File: src/rtl/conv_window_gen_pkg.sv
// Shared constants and helpers for the convolution window generator and the MAC block.
//   DEF_*     : default configuration of the window generator
//   elem_idx  : flat element index of window position (r, c) for a k x k kernel
package conv_window_gen_pkg;

   localparam int unsigned DEF_DATA_WIDTH  = 8;
   localparam int unsigned DEF_KERNEL_SIZE = 3;
   localparam int unsigned DEF_IMG_WIDTH   = 28;
   localparam int unsigned DEF_IMG_HEIGHT  = 28;

   // r = 0 is the oldest line, c = 0 the leftmost column
   function automatic int unsigned elem_idx(input int unsigned r,
                                            input int unsigned c,
                                            input int unsigned k);
      return r * k + c;
   endfunction

endpackage

File: src/rtl/conv_window_gen_if.sv
// Pixel-in / window-out bus of conv_window_gen.
//   pixel_valid, pixel_in : raster-order pixel stream, no backpressure
//   sof                   : start-of-frame marker (only with CONV_WINDOW_SOF_EN)
//   window_valid          : window_in holds a complete window
//   window_in             : packed KERNEL_SIZE x KERNEL_SIZE window
//   frame_done            : one-cycle pulse with the last window of a frame
// Optional feature macro: CONV_WINDOW_SOF_EN
interface conv_window_gen_if #(
   parameter int unsigned DATA_WIDTH  = conv_window_gen_pkg::DEF_DATA_WIDTH,
   parameter int unsigned KERNEL_SIZE = conv_window_gen_pkg::DEF_KERNEL_SIZE
) ();

   logic                                        pixel_valid;
   logic [DATA_WIDTH-1:0]                       pixel_in;
`ifdef CONV_WINDOW_SOF_EN
   logic                                        sof;
`endif
   logic                                        window_valid;
   logic [DATA_WIDTH*KERNEL_SIZE*KERNEL_SIZE-1:0] window_in;
   logic                                        frame_done;

   // Pixel source side
   modport master (
      output pixel_valid, pixel_in,
`ifdef CONV_WINDOW_SOF_EN
      output sof,
`endif
      input  window_valid, window_in, frame_done
   );

   // Window generator side
   modport slave (
      input  pixel_valid, pixel_in,
`ifdef CONV_WINDOW_SOF_EN
      input  sof,
`endif
      output window_valid, window_in, frame_done
   );

endinterface

File: src/rtl/conv_line_buffer.sv
// One line of pixel history: a DEPTH-deep RAM addressed by column.
// Reading addr returns the pixel written at that column one line earlier;
// the new pixel replaces it on the same edge.
//   clk        : clock
//   wr_en      : write wr_data at addr
//   addr       : current column
//   wr_data    : pixel entering this line
//   rd_data_c  : pixel leaving this line (combinational read)
module conv_line_buffer #(
   parameter int unsigned DATA_WIDTH = 8,
   parameter int unsigned DEPTH      = 28,
   parameter int unsigned ADDR_W     = (DEPTH > 1) ? $clog2(DEPTH) : 1
) (
   input  logic                  clk,
   input  logic                  wr_en,
   input  logic [ADDR_W-1:0]     addr,
   input  logic [DATA_WIDTH-1:0] wr_data,
   output logic [DATA_WIDTH-1:0] rd_data_c
);

   logic [DATA_WIDTH-1:0] mem [DEPTH];

   assign rd_data_c = mem[addr];

   // RAM contents are never reset; stale data is masked by window_valid
   always_ff @(posedge clk) begin
      if (wr_en) begin
         mem[addr] <= wr_data;
      end
   end

endmodule

File: src/rtl/conv_window_gen.sv
// Sliding KERNEL_SIZE x KERNEL_SIZE window generator over a raster pixel stream
// (valid convolution, no padding). One-cycle latency from pixel to window.
//   clk, rst_n : clock, asynchronous active-low reset
//   bus        : conv_window_gen_if.slave (pixel_valid, pixel_in, [sof],
//                window_valid, window_in, frame_done)
// Optional feature macro: CONV_WINDOW_SOF_EN adds bus.sof, which forces the
// accepted pixel to position (0,0) and drops any partial frame.
module conv_window_gen
   import conv_window_gen_pkg::*;
#(
   parameter int unsigned DATA_WIDTH  = DEF_DATA_WIDTH,
   parameter int unsigned KERNEL_SIZE = DEF_KERNEL_SIZE,
   parameter int unsigned IMG_WIDTH   = DEF_IMG_WIDTH,
   parameter int unsigned IMG_HEIGHT  = DEF_IMG_HEIGHT
) (
   input  logic           clk,
   input  logic           rst_n,
   conv_window_gen_if.slave bus
);

   localparam int unsigned COL_W  = (IMG_WIDTH > 1) ? $clog2(IMG_WIDTH) : 1;
   localparam int unsigned ROW_W  = (IMG_HEIGHT > 1) ? $clog2(IMG_HEIGHT) : 1;
   localparam int unsigned WIN_W  = DATA_WIDTH * KERNEL_SIZE * KERNEL_SIZE;
   localparam int unsigned NUM_LB = KERNEL_SIZE - 1;

   logic [COL_W-1:0]      col;
   logic [ROW_W-1:0]      row;
   logic [COL_W-1:0]      eff_col_c;
   logic [ROW_W-1:0]      eff_row_c;
   logic                  last_col_c;
   logic                  last_row_c;
   logic                  win_pos_c;

   logic [DATA_WIDTH-1:0] lb_wr   [NUM_LB];
   logic [DATA_WIDTH-1:0] lb_rd   [NUM_LB];
   logic [DATA_WIDTH-1:0] tap_c   [KERNEL_SIZE];
   logic [DATA_WIDTH-1:0] hist    [KERNEL_SIZE][KERNEL_SIZE-1];
   logic [WIN_W-1:0]      win_next_c;

   logic                  window_valid_q;
   logic [WIN_W-1:0]      window_q;
   logic                  frame_done_q;

   // Position of the pixel being accepted (sof overrides the counters)
   always_comb begin
      eff_col_c = col;
      eff_row_c = row;
`ifdef CONV_WINDOW_SOF_EN
      if (bus.sof) begin
         eff_col_c = '0;
         eff_row_c = '0;
      end
`endif
   end

   assign last_col_c = (eff_col_c == COL_W'(IMG_WIDTH - 1));
   assign last_row_c = (eff_row_c == ROW_W'(IMG_HEIGHT - 1));
   assign win_pos_c  = (eff_row_c >= ROW_W'(KERNEL_SIZE - 1)) &&
                       (eff_col_c >= COL_W'(KERNEL_SIZE - 1));

   // Raster position counters
   always_ff @(posedge clk or negedge rst_n) begin
      if (!rst_n) begin
         col <= '0;
         row <= '0;
      end else if (bus.pixel_valid) begin
         if (last_col_c) begin
            col <= '0;
            row <= last_row_c ? '0 : eff_row_c + ROW_W'(1);
         end else begin
            col <= eff_col_c + COL_W'(1);
            row <= eff_row_c;
         end
      end
   end

   // Line buffer chain: buffer 0 holds the previous line, buffer g the line g+1 back
   for (genvar g = 0; g < NUM_LB; g++) begin : g_lb
      if (g == 0) begin : g_head
         assign lb_wr[g] = bus.pixel_in;
      end else begin : g_chain
         assign lb_wr[g] = lb_rd[g-1];
      end

      conv_line_buffer #(
         .DATA_WIDTH (DATA_WIDTH),
         .DEPTH      (IMG_WIDTH),
         .ADDR_W     (COL_W)
      ) u_line_buffer (
         .clk       (clk),
         .wr_en     (bus.pixel_valid),
         .addr      (eff_col_c),
         .wr_data   (lb_wr[g]),
         .rd_data_c (lb_rd[g])
      );
   end

   // Column of pixels entering the window, tap 0 being the oldest line
   always_comb begin
      for (int unsigned r = 0; r < KERNEL_SIZE; r++) begin
         tap_c[r] = bus.pixel_in;
      end
      for (int unsigned r = 0; r < KERNEL_SIZE - 1; r++) begin
         tap_c[r] = lb_rd[KERNEL_SIZE - 2 - r];
      end
   end

   // Window = previous KERNEL_SIZE-1 columns plus the incoming column
   always_comb begin
      win_next_c = '0;
      for (int unsigned r = 0; r < KERNEL_SIZE; r++) begin
         for (int unsigned c = 0; c < KERNEL_SIZE; c++) begin
            if (c == KERNEL_SIZE - 1) begin
               win_next_c[elem_idx(r, c, KERNEL_SIZE)*DATA_WIDTH +: DATA_WIDTH] = tap_c[r];
            end else begin
               win_next_c[elem_idx(r, c, KERNEL_SIZE)*DATA_WIDTH +: DATA_WIDTH] = hist[r][c];
            end
         end
      end
   end

   // Column history shift and registered window outputs
   always_ff @(posedge clk or negedge rst_n) begin
      if (!rst_n) begin
         for (int unsigned r = 0; r < KERNEL_SIZE; r++) begin
            for (int unsigned c = 0; c < KERNEL_SIZE - 1; c++) begin
               hist[r][c] <= '0;
            end
         end
         window_valid_q <= 1'b0;
         window_q       <= '0;
         frame_done_q   <= 1'b0;
      end else begin
         window_valid_q <= bus.pixel_valid && win_pos_c;
         frame_done_q   <= bus.pixel_valid && last_row_c && last_col_c;
         if (bus.pixel_valid) begin
            for (int unsigned r = 0; r < KERNEL_SIZE; r++) begin
               for (int unsigned c = 0; c + 1 < KERNEL_SIZE - 1; c++) begin
                  hist[r][c] <= hist[r][c+1];
               end
               hist[r][KERNEL_SIZE-2] <= tap_c[r];
            end
            if (win_pos_c) begin
               window_q <= win_next_c;
            end
         end
      end
   end

   assign bus.window_valid = window_valid_q;
   assign bus.window_in    = window_q;
   assign bus.frame_done   = frame_done_q;

endmodule

File: src/flat_wrapper.sv
// flat-port wrapper written by rule: the top's interface ports become plain ports
module conv_window_gen_flat import conv_window_gen_pkg::*;
#(
   parameter int unsigned DATA_WIDTH  = DEF_DATA_WIDTH,
   parameter int unsigned KERNEL_SIZE = DEF_KERNEL_SIZE,
   parameter int unsigned IMG_WIDTH   = DEF_IMG_WIDTH,
   parameter int unsigned IMG_HEIGHT  = DEF_IMG_HEIGHT
)
  (clk, rst_n, bus_pixel_valid, bus_pixel_in, bus_window_valid, bus_window_in, bus_frame_done);
  conv_window_gen_if #(.DATA_WIDTH(DATA_WIDTH), .KERNEL_SIZE(KERNEL_SIZE)) bus_i ();
  input  logic clk;
  input  logic rst_n;
  input wire logic [$bits(bus_i.pixel_valid)-1:0] bus_pixel_valid;
  input wire logic [$bits(bus_i.pixel_in)-1:0] bus_pixel_in;
  output wire logic [$bits(bus_i.window_valid)-1:0] bus_window_valid;
  output wire logic [$bits(bus_i.window_in)-1:0] bus_window_in;
  output wire logic [$bits(bus_i.frame_done)-1:0] bus_frame_done;
  assign bus_i.pixel_valid = bus_pixel_valid;
  assign bus_i.pixel_in = bus_pixel_in;
  assign bus_window_valid = bus_i.window_valid;
  assign bus_window_in = bus_i.window_in;
  assign bus_frame_done = bus_i.frame_done;
  conv_window_gen #(.DATA_WIDTH(DATA_WIDTH), .KERNEL_SIZE(KERNEL_SIZE), .IMG_WIDTH(IMG_WIDTH), .IMG_HEIGHT(IMG_HEIGHT)) u_core (.clk(clk), .rst_n(rst_n), .bus(bus_i));
endmodule
File: config.mk
export PLATFORM = sky130hd
export DESIGN_NAME = conv_window_gen_flat
export DESIGN_NICKNAME = d
export VERILOG_FILES = /design/src/rtl/conv_window_gen_pkg.sv /design/src/rtl/conv_window_gen_if.sv /design/src/rtl/conv_line_buffer.sv /design/src/rtl/conv_window_gen.sv /design/src/flat_wrapper.sv
export SDC_FILE = /design/constraint.sdc
export NUM_CORES = 1
export LEC_CHECK = 0
export ABC_AREA = 1
export CAP_MARGIN = 10
export CORE_MARGIN = 4
export CORE_UTILIZATION = 55
export DETAILED_ROUTE_END_ITERATION = 7
export PLACE_DENSITY = 0.76
export SLEW_MARGIN = 40
export SYNTH_ARGS = -nofsm -noshare
export SYNTH_HDL_FRONTEND = slang
export SYNTH_SLANG_ARGS = --single-unit
File: constraint.sdc
create_clock -name clk -period 2.2 [get_ports clk]
set_input_delay 0.44 -clock clk [delete_from_list [all_inputs] [get_ports clk]]
set_output_delay 0.44 -clock clk [all_outputs]
set_load 0.05 [all_outputs]
==> flow_summary.yaml <==
drt:
  finalWirelength_mm: 65.01
  drc: 0
  antenna_left: 0
  vias_per_cell: 5.385
  dr.pass1.iters: 6
  dr.first_iter.drc_count: 2245
  vias: 17680
  routedWlPerCell_microns: 19.80
global_routing:
  grt_pass1_vias: 17100
  gr-usage-all-layers: 0.2638
  grt_max_degree: 76
  grt_pass1_wl_mm: 97.10
  overflow: 0
  antenna_found_initial: 0
power:
  power_frac_clock: 0.250
  p_int_mw: 25.88
  switching_share: 0.3827
  switchingPower_mw: 16.04
  seq_power_share: 0.376
  finalPower_mw: 41.91
  power.leakage_nw: 13.45
  vdd_drop_max_mv: 1.037
  pwr-share-comb: 0.374
  power_density_nw_per_um2: 1432
clock_tree:
  insertion_delay_ns: 0.62
  cts_buffers: 57
  clockBufferDepth: 3
  cts.clk_slew.worst_paths_ns: 0.07
  cts_tree: "done"
  root_buffer: "clkbuf_16"
  cts.sinks: 580
  htreeDepth: 2
place:
  hpwl_mm: 38.69
  dp_worst_setup_slack_ns: -0.1386
  place_congestion: 0.9014
  placedCellCount: 3157
  port_buffers: 84
  place_area_sq_um: 26840
timing:
  hold_violations: 0
  finalWorstSetupSlack_ns: 0.01740
  fin_setup_tns_ns: 0
  tightestPinTransition_ns: 0.6329
  min_period_over_period: 0.9921
  drv_slew: 0
  period_needed_ns: 2.183
  slew_headroom: 0.5776
  setup_viol: 0
  hold_ws_ns: 0.2410
  skew_ns: 0.01243
  fmax_mhz: 458.2
floorplanning:
  start_util: 0.5566
  core-area_sq_um: 44220
  io_pins: 85
  die_w_microns: 219.5
  rows: 77
  die_h_microns: 219.5
  die-area_sq_um: 48200
finish:
  finalInstanceArea_sq_um: 29280
  layout_common_cells: "1053 x nand2_1, 448 x edfxtp_1, 348 x inv_1"
  layout.nets: 2658
  instances_no_fill: 3284
  mostFrequentLayoutCell: "nand2_1"
  finalCoreUtilization: 0.6621
  drive_gt1_frac: 0.1063
  syn_to_final_growth_pct: 18.95
setup_path:
  slowest_stage: "dfrtp_4"
  cp_max_fo: 28
  crit_chain: "buf_12 > buf_4 > clkbuf_16 > nor2_1 > nor2_1 > nand2_1 > nand2_1 > nand2_1 > nand2_1 > nor2_1 > nand2_1 > nand2_1 > nand2_1"
  arrival_ns: 2.69
  start_kind: "flop"
  end_kind: "flop"
  worstSetupPathType: "reg2reg"
  required_ns: 2.70
  slowest_delay_ns: 0.54
  crit_top_cell: "nand2_1"
synth:
  syn_area_sq_um: 24610
  synth_top_area_frac: 0.5466
  ys.flop_type: "edfxtp_1"
  synth_enable_flop_cells: 448
  synth-seq-area-share: 0.6808
  postSynthAreaPerCell_sq_um: 9.961
  yosys.area.top_type: "edfxtp_1"
  ys_top_cells_by_area: "edfxtp_1 55%, nand2_1 16%, dfrtp_1 13%"
  synth_seq_cells: 580
  syn_nets: 2488
  synth_cell_type_count: 27
  syn-instance-count: 2471
  async_flop_share: 0.2276
  ys_warn_count: 0
run:
  max-cap-violations: 0
worst_hold_path:
  hp-class: "in2reg"
outcome:
  status: "completed"
-- registers in the layout, indices dropped and copies added (netlist names) --
name,cells
u_core.bus.window_valid,1
u_core.col,5
u_core.eff_row_c,5
u_core.bus.window_in,72
u_core.bus.frame_done,1
u_core.g_lb.u_line_buffer.mem,448
u_core.hist,48
-- worst max-delay path: cells and delay by family, from the launching register on --
kind | cells | cell delay, ns
buffers and inverters | 3 | 0.51
DFF | 1 | 0.54
and+or+nand+nor | 10 | 1.01
-- power groups by stage --
stage / clock network [mW] / logic [mW] / registers (mW)
after floorplan: 0 / 6.44 / 17.8
after global placement: 0 / 14.4 / 15.9
after detailed placement: 0 / 14.7 / 16.0
after CTS: 10.6 / 14.5 / 15.7
after global routing: 11.1 / 16.7 / 15.9
final: 10.5 / 15.7 / 15.7
-- routing by layer --
| layer | share of wire | GRT usage |
|---|---|---|
| met1 | 0.40 | 0.3706 |
| met2 | 0.47 | 0.4242 |
| met3 | 0.092 | 0.03627 |
| met4 | 0.038 | 0.1009 |
| met5 | 0 | 0 |
-- path summary, 6_finish.rpt --
kind / to / slack (ns) / depth (start not counted) / start
worst max-delay path: u_core.bus.window_in[22] / 0.02 / 13 / u_core.col[0]
worst min-delay path: u_core.col[1] / 0.24 / 3 / bus_pixel_valid
worst max register to register: u_core.bus.window_in[22] / 0.02 / 13 / u_core.col[0]
worst min register to register: u_core.bus.window_in[11] / 0.47 / 2 / u_core.bus.window_in[11]
max in group asynchronous: u_core.hist[42] / 1.15 / 3 / rst_n
min in group asynchronous: u_core.bus.window_in[30] / 0.37 / 2 / rst_n
-- cells in the mapped netlist (13+ instances only) --
cell / count
inv_1: 350
buf_6: 18
nand3_1: 149
a21oi_1: 13
buf_2: 50
dfrtp_1: 132
buf_4: 18
edfxtp_1: 448
nand2_1: 1066
nor2_1: 78
clkbuf_1: 19
o21ai_0: 77
-- kinds of logic (layout without fill, tap and decap cells) --
kind of cell               count (synthesis)  in the layout  synth area share
and+or+nand+nor                         1314           1314            0.2119
DFF                                      580            580            0.6808
buffers and inverters                    465            684           0.08189
AOI/OAI and AO/OA                        106            106           0.02237
adders and majority gates                  6              6          0.003050
other                                      0              2                 0
-- final cells by class --
cell class                 instances  area, sq um
timing repair inverter             1        8.758
sequential                       580        16760
fill                            3228        14940
timing repair buffer             219         2389
antenna                            2        5.005
multi-input combinational       1426         5981
clock inverter                    37        430.4
clock buffer                      71         1604
tap                              592        740.7
inverter                         356         1356
-- timing repair --
item,CTS,global route
hold buffers,1,0
resized for setup,81,50
buffers inserted,0,8
gates cloned,1,7
endpoints found under the hold margin,54,0
endpoints found under the setup margin,205,330
pin swaps,0,3
Power figures use the tool's default switching activity.
